==> src/rtl/pipe_ctrl_unit.sv <==
// pipe_ctrl_unit: ID decode into the ID/EX control latch, load-use stalls, BEQ flush and multi-cycle MUL hold
module pipe_ctrl_unit #(
   parameter int ALUOP_W      = 2,
   parameter bit MUL_EN       = 1'b1,
   parameter int MUL_LAT      = 4,
   parameter int BRANCH_FLUSH = 1
) (
   input  logic               clk_i,
   input  logic               rst_i,
   input  logic               valid_i,
   input  logic [6:0]         Op_i,
   input  logic [6:0]         Funct7_i,
   input  logic [4:0]         RS1addr_i,
   input  logic [4:0]         RS2addr_i,
   input  logic [4:0]         RDaddr_i,
   input  logic               RegEqual_i,
   output logic               MemWrite_o,
   output logic               MemRead_o,
   output logic               MemToReg_o,
   output logic [ALUOP_W-1:0] ALUOp_o,
   output logic               ALUSrc_o,
   output logic               RegWrite_o,
   output logic [4:0]         EX_RDaddr_o,
   output logic               stall_o,
   output logic               flush_o,
   output logic               branch_taken_o,
   output logic               illegal_o
);
   localparam logic [6:0] OP_R   = 7'b0110011;
   localparam logic [6:0] OP_I   = 7'b0010011;
   localparam logic [6:0] OP_LD  = 7'b0000011;
   localparam logic [6:0] OP_ST  = 7'b0100011;
   localparam logic [6:0] OP_BEQ = 7'b1100011;
   localparam logic [3:0] MUL_CNT = 4'(MUL_LAT - 1);

   typedef enum logic [1:0] {RUN, MULBUSY, FLUSH} state_t;

   typedef struct packed {
      logic               mem_write;
      logic               mem_read;
      logic               mem_to_reg;
      logic [ALUOP_W-1:0] alu_op;
      logic               alu_src;
      logic               reg_write;
   } ctrl_t;

   state_t     state_q, state_d;
   logic [3:0] cnt_q, cnt_d;
   ctrl_t      ex_q, ex_d, dec;
   logic [4:0] ex_rd_q, ex_rd_d;
   logic       illegal_q, illegal_d;
   logic       known, is_mul, uses_rs2, hazard, taken, stall, flush, br_taken;

   // decode the ID opcode into a control word; unknown opcodes leave it zero
   always_comb begin
      dec    = '0;
      known  = 1'b1;
      is_mul = MUL_EN && Op_i == OP_R && Funct7_i == 7'b0000001;
      case (Op_i)
         OP_R:    begin dec.alu_op = is_mul ? ALUOP_W'(3) : ALUOP_W'(2); dec.reg_write = 1'b1; end
         OP_I:    begin dec.alu_src = 1'b1; dec.reg_write = 1'b1; end
         OP_LD:   begin dec.alu_src = 1'b1; dec.mem_read = 1'b1; dec.mem_to_reg = 1'b1; dec.reg_write = 1'b1; end
         OP_ST:   begin dec.alu_src = 1'b1; dec.mem_write = 1'b1; end
         OP_BEQ:  dec.alu_op = ALUOP_W'(1);
         default: known = 1'b0;
      endcase
   end

   // pipeline sequencing: MUL hold, extra flush cycle, load-use bubble, taken branch, normal issue
   always_comb begin
      uses_rs2  = Op_i == OP_R || Op_i == OP_ST || Op_i == OP_BEQ;
      hazard    = valid_i && ex_q.mem_read && ex_rd_q != 5'd0 &&
                  (ex_rd_q == RS1addr_i || (ex_rd_q == RS2addr_i && uses_rs2));
      taken     = valid_i && Op_i == OP_BEQ && RegEqual_i;
      state_d   = state_q;
      cnt_d     = cnt_q;
      ex_d      = ex_q;
      ex_rd_d   = ex_rd_q;
      illegal_d = 1'b0;
      stall     = 1'b0;
      flush     = 1'b0;
      br_taken  = 1'b0;
      if (state_q == MULBUSY) begin
         stall   = 1'b1;
         cnt_d   = cnt_q - 4'd1;
         state_d = cnt_q == 4'd1 ? RUN : MULBUSY;
      end else if (state_q == FLUSH) begin
         flush   = 1'b1;
         ex_d    = '0;
         ex_rd_d = '0;
         state_d = RUN;
      end else if (hazard) begin
         stall   = 1'b1;
         ex_d    = '0;
         ex_rd_d = '0;
      end else if (taken) begin
         flush    = 1'b1;
         br_taken = 1'b1;
         ex_d     = '0;
         ex_rd_d  = '0;
         state_d  = BRANCH_FLUSH == 2 ? FLUSH : RUN;
      end else if (!valid_i || !known) begin
         ex_d      = '0;
         ex_rd_d   = '0;
         illegal_d = valid_i;
      end else begin
         ex_d    = dec;
         ex_rd_d = RDaddr_i;
         if (is_mul && MUL_LAT > 1) begin
            cnt_d   = MUL_CNT;
            state_d = MULBUSY;
         end
      end
   end

   // ID/EX control latch, sequencing state and illegal pulse
   always_ff @(posedge clk_i) begin
      if (rst_i) begin
         state_q   <= RUN;
         cnt_q     <= '0;
         ex_q      <= '0;
         ex_rd_q   <= '0;
         illegal_q <= 1'b0;
      end else begin
         state_q   <= state_d;
         cnt_q     <= cnt_d;
         ex_q      <= ex_d;
         ex_rd_q   <= ex_rd_d;
         illegal_q <= illegal_d;
      end
   end

   assign MemWrite_o     = ex_q.mem_write;
   assign MemRead_o      = ex_q.mem_read;
   assign MemToReg_o     = ex_q.mem_to_reg;
   assign ALUOp_o        = ex_q.alu_op;
   assign ALUSrc_o       = ex_q.alu_src;
   assign RegWrite_o     = ex_q.reg_write;
   assign EX_RDaddr_o    = ex_rd_q;
   assign illegal_o      = illegal_q;
   assign stall_o        = stall && !rst_i;
   assign flush_o        = flush && !rst_i;
   assign branch_taken_o = br_taken && !rst_i;
endmodule
==> config.mk <==
export PLATFORM = sky130hd
export DESIGN_NAME = pipe_ctrl_unit
export DESIGN_NICKNAME = d
export VERILOG_FILES = /design/src/rtl/pipe_ctrl_unit.sv
export SDC_FILE = /design/constraint.sdc
export NUM_CORES = 1
export LEC_CHECK = 0
export ABC_AREA = 1
export BUFFER_PORTS_ARGS = -buffer_cell sky130_fd_sc_hd__buf_2
export CAP_MARGIN = 5
export CORE_ASPECT_RATIO = 0.8
export CORE_MARGIN = 3
export CORE_UTILIZATION = 49
export DETAILED_ROUTE_END_ITERATION = 7
export PLACE_DENSITY = 0.83
export SYNTH_ARGS = -nofsm -noshare
export SYNTH_HDL_FRONTEND = slang
export SYNTH_SLANG_ARGS = --single-unit
==> constraint.sdc <==
create_clock -name clk_i -period 3.94 [get_ports clk_i]
set_clock_uncertainty 0.1 [all_clocks]
set_input_delay 0 -clock clk_i [delete_from_list [all_inputs] [get_ports clk_i]]
set_output_delay 0 -clock clk_i [all_outputs]
set_load 0.05 [all_outputs]
# Word level (Yosys, flattened, before mapping)
# Cells that the tools add are included.
totals:
  register_bits: 19
  latchBits: 0
  ram_bits: 0
  mem_bits_ro: 0
  inputBits: 33
  output_inout_bits: 16
  word_cells: 92
  memories: 0
op_classes:
  add_sub_neg: 1
  mul: 0
  n_div: 0
  order_cmp: 0
  eq_ne: 17
  n_shift: 0
  mux: 37
  n_bitwise: 1
  n_reduce_logical: 26
op_table:
  columns: ["operator", "count"]
  rows:
  - ["$mux 7", 4]
  - ["$mux 4", 6]
  - ["$mux 5", 4]
  - ["$mux 1", 15]
  - ["$eq 7x6->1 const B", 2]
  - ["$mux 2", 7]
  - ["$eq 5x5->1", 2]
  - ["$logic_and 1x1->1", 10]
  - ["$eq 7x1->1 const B", 1]
  - ["$eq 7x2->1 const B", 1]
  - ["$eq 7x5->1 const B", 1]
  - ["$eq 7x7->1 const B", 1]
  - ["$reduce_or 3->1", 2]
  - ["$reduce_or 6->1", 1]
  - ["$reduce_and 5->1", 1]
  - ["$reduce_bool 5->1", 1]
  - ["$reduce_or 5->1", 1]
  - ["$eq 4x1->1 const B", 1]
  - ["$logic_or 1x1->1", 4]
  - ["$ne 2x1->1 const B", 2]
  - ["$ne 2x2->1 const B", 2]
  - ["$ne 4x4->1 const B", 1]
  - ["$pmux 2 s2", 1]
  - ["$reduce_bool 4->1", 1]
  - ["other kinds (8)", 10]

# Depth between registers and ports, before layout
# Gate-level depths: netlist of run 1.
logic_depth:
  word_depth: 10
  ltp_mapped: 13
  ltp_nobuf: 13

# Worst setup path after synthesis of run 1
# Ideal clock, no wire load.
synth_path:
  path_type: "flip-flop to output port"
  from: "register ex_rd_q[2], in the netlist EX_RDaddr_o[2]"
  to: "output flush_o"
  t_arrival_ns: 2.304
  required_ns: 3.840
  setup_slack_ns: 1.536
  path_stages_with_launch: 12
  n_path_buf: 1
  cell_sequence: "dfxtp_1 -> nand2_1 -> nand2_1 -> inv_2 -> nand3_1 -> nor2_1 -> nand2_1 -> nand2_2 -> nand2_4 -> nand3_1 -> nor2_1 -> buf_4"
synth_between:
  elab_chain_cells: 8
  word_cells_on_any_way: 11
  classes_between: "eq/ne (2); mux (3); reduce/logical (6)"
synth_lines:
  columns: ["item", "line", "text"]
  rows:
  - ["start: declaration", "50", "logic [4:0] ex_rd_q, ex_rd_d;"]
  - ["start signal: assignment", "128", "ex_rd_q <= ex_rd_d;"]
  - ["$eq 5x5->1", "73", "(ex_rd_q == RS1addr_i || (ex_rd_q == RS2addr_i && uses_rs2));"]
  - ["$logic_and 1x1->1", "73", null]
  - ["$logic_or 1x1->1", "73", null]
  - ["$logic_and 1x1->1 *", "72", "hazard = valid_i && ex_q.mem_read && ex_rd_q != 5'd0 &&"]
  - ["$mux 1 *", "92", "end else if (hazard) begin"]
  - ["$mux 1 *", "87", "end else if (state_q == FLUSH) begin"]
  - ["$mux 1 *", "83", "if (state_q == MULBUSY) begin"]
  - ["$logic_and 1x1->1 *", "142", "assign flush_o = flush && !rst_i;"]
  - ["end: declaration", "25", "output logic flush_o,"]
# Every way passes the cells marked *; elsewhere a longest branch is shown, timed or not.

# Worst setup path after layout of run 1
layout_path:
  from: "input Op_i[6]"
  to: "output stall_o"
layout_between:
  elab_chain_cells: 10
  word_cells_on_any_way: 12
  classes_between: "eq/ne (3); mux (3); reduce/logical (6)"
layout_lines:
  columns: ["item", "line", "text"]
  rows:
  - ["start: declaration", "11", "input logic [6:0] Op_i,"]
  - ["$eq 7x6->1", "71", "uses_rs2 = Op_i == OP_R || Op_i == OP_ST || Op_i == OP_BEQ;"]
  - ["$logic_or 1x1->1", "71", null]
  - ["$logic_or 1x1->1 *", "71", null]
  - ["$logic_and 1x1->1 *", "73", null]
  - ["$logic_or 1x1->1 *", "73", null]
  - ["$logic_and 1x1->1 *", "72", null]
  - ["$mux 1 *", "92", null]
  - ["$mux 1 *", "87", null]
  - ["$mux 1 *", "83", null]
  - ["$logic_and 1x1->1 *", "141", "assign stall_o = stall && !rst_i;"]
  - ["end: declaration", "24", "output logic stall_o,"]
# Marked as above.

==> results of run 1 <==
worst min-delay path: cells and delay by family:
kind,cells,cell delay [ns]
compound gates,2,0.22
buf+inv,2,0.15
power by group:
part           internal [mW]  switching, mW  total, mW  leakage [nW]
clock network         0.0393         0.0561     0.0954        0.0150
registers              0.173       0.000568      0.173         0.137
logic                 0.0239         0.0252     0.0491         0.620
total                  0.236         0.0819      0.318         0.772
layout make-up:
class	count	share of cell area [%]
inverters	27	7.08
flip-flops and latches	17	23.8
well taps	24	2.10
multi-input cells	111	42.1
repair buffers	57	23.1
clock buffers	4	1.84
placed cells by master (no fill, tap or decap), types with 2 or more instances in the layout:
cell and n:
sky130_fd_sc_hd__inv_1 23, sky130_fd_sc_hd__nor3_2 2, sky130_fd_sc_hd__inv_2 2, sky130_fd_sc_hd__a21oi_1 7, sky130_fd_sc_hd__clkbuf_4 3, sky130_fd_sc_hd__dlygate4sd3_1 9, sky130_fd_sc_hd__clkinv_1 2, sky130_fd_sc_hd__nand2_2 3
sky130_fd_sc_hd__nor3_1 5, sky130_fd_sc_hd__nand2_1 39, sky130_fd_sc_hd__ha_1 2, sky130_fd_sc_hd__buf_2 48, sky130_fd_sc_hd__nand2_4 2, sky130_fd_sc_hd__nand3_1 17, sky130_fd_sc_hd__dfxtp_1 17, sky130_fd_sc_hd__o21ai_1 5
sky130_fd_sc_hd__nand3_2 4, sky130_fd_sc_hd__xor2_1 4, sky130_fd_sc_hd__nor2_1 11
flip-flops by register name, summed over array words and instances, names as in the netlist:
signal,cells
MemRead_o,1
state_q,1
illegal_o,1
RegWrite_o,1
EX_RDaddr_o,5
cnt_q,4
ALUSrc_o,1
MemWrite_o,1
ALUOp_o,2
stage by stage:
stage / total power [mW] / utilization [%] / hold WS, ns / worst slack [ns]
after global placement: 0.218 / 66.4 / 0.114 / 2.40
after CTS: 0.317 / 72.3 / 0.0164 / 2.04
after global routing: 0.332 / 72.3 / 0.0377 / 1.89
after floorplan: 0.198 / - / 0.0313 / 1.54
final: 0.318 / 72.3 / 0.0208 / 1.99
after detailed placement: 0.219 / 66.4 / 0.128 / 2.31
per-layer routing:
metal / GRT usage (%) / share of wire (%) / wire length [um]
met1: 26.4 / 41 / 1170
met2: 40.3 / 48 / 1370
met4: 9.26 / 1.3 / 37
met5: 0 / 0 / 0
met3: 3.77 / 10 / 289
timing repair:
item                                   4_1_cts  5_1_grt
endpoints found under the hold margin       12        0
hold buffers                                 9        0
resized for setup                            0        0
cell families after synthesis:
family | share of synthesized area, %
fa+ha+maj | 2.34
buf+inv | 11.8
simple gates | 40.9
xor+xnor | 4.09
flops | 31.8
compound gates | 9.01
worst max-delay path by stage:
stage,startpoint,endpoint,cells after the start
after floorplan,EX_RDaddr_o[2],flush_o,11
after global placement,state_q[0],cnt_q[3],4
after detailed placement,state_q[0],cnt_q[3],4
after CTS,EX_RDaddr_o[4],flush_o,11
after global routing,EX_RDaddr_o[4],flush_o,11
final,Op_i[6],stall_o,10
==> impl_metrics.csv, run 1 <==
group,metric,value,unit
synthesis,synth.cells.most_frequent,"sky130_fd_sc_hd__nand2_1 (39), sky130_fd_sc_hd__inv_1 (23), sky130_fd_sc_hd__dfxtp_1 (17), sky130_fd_sc_hd__nand3_1 (17), sky130_fd_sc_hd__nor2_1 (11)",
synthesis,synth_top_area_cell,"sky130_fd_sc_hd__dfxtp_1",
timing,worstMarginPinSlew,0.759,ns
placement,numPortBuffers,48,
worst_setup_path,critPathMaxStageDelay,0.54,ns
power_and_ir_drop,p_leak,0.772,nW
worst_setup_path,crit_path_max_fanout,5,
synthesis,netlist.area_leader.share,31.8,%
final_layout,proportion_of_layout_cells_with_a_drive_suffix_above_1,31.0,%
global_routing,largest_net_degree_at_the_start_of_global_routing,13,
final_layout,ff_latch_area,340,um^2
global_routing,grtUsageTotal,22.1,%
drt,wirelength,2.87,mm
global_routing,first_global_vias,1147,
timing,fin_crit,1.95,ns
floorplan,placeableCoreArea,0.00198,mm^2
drt,drt_first_iter_violations,55,
worst_setup_path,rr_endpoint,"cnt_q[3]",
hold_path,hold-path-cell-count,4,
worst_setup_path,cp_max_stage_cell,"sky130_fd_sc_hd__dlygate4sd3_1",
timing,fin_crit_sh,49.5,%
clocking,clock-sinks,17,
clocking,clk_pin_slew_worst_paths,0.10,ns
drt,drc,0,
global_routing,grt_antenna_before_repair,0,
clocking,max-clock-path-buffers,2,
drt,drtPass1Iterations,4,
clocking,clockRootBuffer,"sky130_fd_sc_hd__clkbuf_4",
synthesis,synth-main-ff-cell,"sky130_fd_sc_hd__dfxtp_1",
hold_path,min_from,"Op_i[5]",
synthesis,synthDistinctLibCells,28,
global_routing,global_route.overflow_total,0,
synthesis,postSynthAreaPerCell,6.73,um^2
drt,detail-route-antenna-nets,0,
worst_setup_path,critPathCaptureType,"output pin",
timing,setup-tns-final,0,ns
clocking,tritoncts,"done",
timing,slew_violations,0,
floorplan,pin_count,49,
final_layout,finish.net_count,252,
status,run_status,"completed",
timing,finalHoldViolCount,0,
final_layout,diodes,0,
global_routing,first_pass_grt_wire_length,4.62,mm
clocking,worst_skew_pair.late_latency,0.29,ns
hold_path,min-delay-path-class,"input pin to register",
synthesis,post_synth_main_area_contributors,"sky130_fd_sc_hd__dfxtp_1 (32%), sky130_fd_sc_hd__nand2_1 (14%), sky130_fd_sc_hd__inv_1 (8.1%)",
synthesis,syn_area,0.00107,mm^2
timing,finalSetupViolations,0,
floorplan,die-area,0.00278,mm^2
placement,dp_hpwl,2.17,mm
worst_setup_path,worstPathRequired,3.84,ns
synthesis,ys_warn_count,0,
power_and_ir_drop,power-per-cell-area,222,mW/mm^2
drt,routed_via_density,5.09,
floorplan,start_util,54.0,%
worst_setup_path,reg2regPathDepth,4,
clocking,cts_made_buffers,3,
job,maxCapViolCount,0,
drt,num_vias,1222,
placement,placed_cells,227,
worst_setup_path,cp.arrival,1.85,ns
timing,grt_setup_unrepaired,"no",
synthesis,asyncSetResetFlopFracSynth,0,%
worst_setup_path,worstReg2RegStart,"state_q[0]",
clocking,h_tree_lvls,1,
final_layout,filler_cell_count,165,
synthesis,postSynthNetCount,194,
power_and_ir_drop,vdd.ir_drop.worst,0.191,mV
worst_setup_path,setup.worst_path.class,"input pin to output pin",
final_layout,multiInputGateArea,603,um^2
timing,slew_headroom,49.2,%
worst_setup_path,reg2reg_slack,2.23,ns
final_layout,stdcell_area,0.00143,mm^2
timing,max_freq,0.513,GHz
drt,routed_wire_length_per_instance,11.9,um
placement,gp_congestion,0.827,
worst_setup_path,path_buf_inv,4,
synthesis,synth_most_common_cell,"sky130_fd_sc_hd__nand2_1",
final_layout,area.growth.synth_to_final,33.8,%
synthesis,ys_seq_elements,17,
worst_setup_path,critical_path.cell_chain,"dlygate4sd3_1 -> buf_2 -> inv_1 -> nand3_1 -> a21oi_1 -> nand2_1 -> nand2_2 -> nand2_4 -> a21oi_1 -> buf_2",
clocking,postcts_setup_bufs,0,
synthesis,synth.yosys.seq_area_share,31.8,%
synthesis,cell_count_after_synthesis,159,
hold_path,min_to,"ALUSrc_o",
synthesis,synth-edff-count,0,
floorplan,die_h,47.8,um
final_layout,post_layout_nonfiller_instances,240,
floorplan,die_width,58.2,um
worst_setup_path,cp-start-kind,"input pin",
floorplan,num_rows,14,
placement,postPlaceCellArea,0.00132,mm^2
worst_setup_path,crit_family,"buffers and inverters",
Power figures use the tool's default switching activity.
==> run 2, diff against run 1 <==
- CORE_UTILIZATION: 49 -> 46
- PLACE_DENSITY: 0.83 -> 0.79
- clock period: 3.94 -> 1.85 ns (I/O delays scaled with it)
==> run 2 against run 1 <==
Effect of this change: critical path depth rose by 1; sequential power is 110% higher; final cell count grew 0.83%; sequential share of layout area down 0.46 points; critical path type unchanged; critical endpoint is now branch_taken_o; highest routed layer unchanged.
==> impl_metrics.csv, run 2 (synthesis gave the netlist of run 1 again) <==
group,metric,value,unit
clocking,tritoncts,"done",
placement,pre_cts_slack,0.321,ns
worst_setup_path,reg2reg_slack,0.36,ns
floorplan,placeableCoreArea,0.00203,mm^2
timing,slew_headroom,77.1,%
global_routing,first_global_vias,1107,
worst_setup_path,cp_max_stage_cell,"sky130_fd_sc_hd__dlygate4sd3_1",
worst_setup_path,critical_path.cell_chain,"dlygate4sd3_1 -> buf_2 -> inv_1 -> nand3_1 -> a21oi_2 -> nand2_1 -> nand2_2 -> nand2_4 -> nand3_2 -> nor2_4 -> buf_4",
clocking,cts_made_buffers,3,
status,run_status,"completed",
timing,worstMarginPinSlew,0.343,ns
worst_setup_path,critPathMaxStageDelay,0.53,ns
floorplan,die-area,0.00294,mm^2
global_routing,grtUsageTotal,20.8,%
clocking,h_tree_lvls,1,
hold_path,hold-path-cell-count,5,
drt,drtPass1Iterations,5,
placement,numPortBuffers,48,
worst_setup_path,critPathCaptureType,"output pin",
drt,num_vias,1218,
clocking,worst_skew_pair.late_latency,0.30,ns
global_routing,global_route.overflow_total,0,
worst_setup_path,worstReg2RegStart,"EX_RDaddr_o[2]",
global_routing,grt_antenna_before_repair,0,
power_and_ir_drop,vdd.ir_drop.worst,0.470,mV
final_layout,mostFrequentLayoutCell,"sky130_fd_sc_hd__buf_2",
clocking,clock-sinks,17,
drt,wl_met1,1.18,mm
final_layout,proportion_of_layout_cells_with_a_drive_suffix_above_1,35.3,%
final_layout,diodes,0,
floorplan,start_util,52.6,%
worst_setup_path,rr_endpoint,"cnt_q[0]",
floorplan,die_width,59.9,um
timing,fin_crit_sh,94.3,%
drt,top_layer,"met4",
hold_path,min-delay-path-class,"input pin to register",
worst_setup_path,worstPathRequired,1.75,ns
timing,fin_worst_hold_slack,0.0346,ns
final_layout,flip_flop_count_of_the_largest_register_all_copies_and_words_added,5,
drt,wirelength,2.86,mm
timing,fin_crit,1.75,ns
drt,met3_wire_length,260,um
worst_setup_path,critical_path.startpoint,"Op_i[6]",
hold_path,min_to,"MemWrite_o",
clocking,max-clock-path-buffers,2,
worst_setup_path,cp.arrival,1.65,ns
timing,finalHoldViolCount,0,
timing,finalSetupViolations,0,
drt,routed_via_density,5.03,
placement,gp_congestion,0.860,
hold_path,min_from,"Op_i[1]",
worst_setup_path,cp-start-kind,"input pin",
worst_setup_path,reg2regPathDepth,11,
floorplan,pin_count,49,
floorplan,die_h,49.1,um
floorplan,num_rows,14,
final_layout,finish.net_count,254,
power_and_ir_drop,power-per-cell-area,462,mW/mm^2
global_routing,largest_net_degree_at_the_start_of_global_routing,12,
job,maxCapViolCount,0,
timing,max_freq,0.573,GHz
global_routing,first_pass_grt_wire_length,4.73,mm
final_layout,most-common-layout-cells,"sky130_fd_sc_hd__buf_2 (45), sky130_fd_sc_hd__nand2_1 (39), sky130_fd_sc_hd__inv_1 (23)",
power_and_ir_drop,p_leak,0.788,nW
final_layout,area.growth.synth_to_final,38.9,%
drt,wl_met2,1.40,mm
drt,detail-route-antenna-nets,0,
drt,drt_first_iter_violations,43,
worst_setup_path,crit_path_max_fanout,5,
worst_setup_path,setup.worst_path.class,"input pin to output pin",
drt,routed_wire_length_per_instance,11.8,um
timing,slew_violations,0,
clocking,clk_pin_slew_worst_paths,0.10,ns
drt,drc,0,
placement,dp_hpwl,2.20,mm
timing,worst_slack,0.105,ns
clocking,clockRootBuffer,"sky130_fd_sc_hd__clkbuf_4",
-- run 2: cell type report --
type	count	area, um^2
fill	181	546
timing repair buffer	59	359
tap	24	30.0
sequential	17	347
inverter	27	101
clock buffer	4	26.3
multi-input combinational	111	623
-- run 2: worst max path at each step --
stage,slack (ns),cells after the start,to
after global routing,-0.04,10,stall_o
after global placement,0.34,11,flush_o
after detailed placement,0.32,11,cnt_q[0]
after CTS,-0.02,11,branch_taken_o
after floorplan,-0.14,11,flush_o
final,0.10,11,branch_taken_o
-- run 2: layer usage --
metal  vias up  global-route usage [%]
met2        58                    33.1
met4         0                    3.32
met5         -                       0
met3         5                    6.61
met1       534                    27.5
li1        621                       -
-- run 2: critical path: cells and delay by family --
family	cells	cell delay [ns]
buffers and inverters	4	0.96
AND/OR/NAND/NOR	6	0.50
AO/OA/AOI/OAI	1	0.17
-- run 2: timing repair --
action,4_1_cts,5_1_grt
endpoints found under the hold margin,11,0
gates resized for setup,0,14
hold buffers,10,0
setup buffers,0,0
endpoints found under the setup margin,2,3
-- run 2: report_power, final --
group / switching, mW / internal [mW]
sequential: 0.00112 / 0.368
clock: 0.126 / 0.0842
combinational: 0.0555 / 0.0528
-- run 2: through the flow --
step	util, %	cell area (um^2)	cells	setup TNS, ns	power (mW)
6_report	73.2	1490	242	0	0.687
3_5_place_dp	65.6	1330	228	0	0.469
4_1_cts	71.9	1460	242	-0.0459	0.691
5_1_grt	73.2	1490	242	-0.117	0.720
3_3_place_gp	65.6	1330	228	0	0.466
2_1_floorplan	-	1080	159	-0.140	0.423
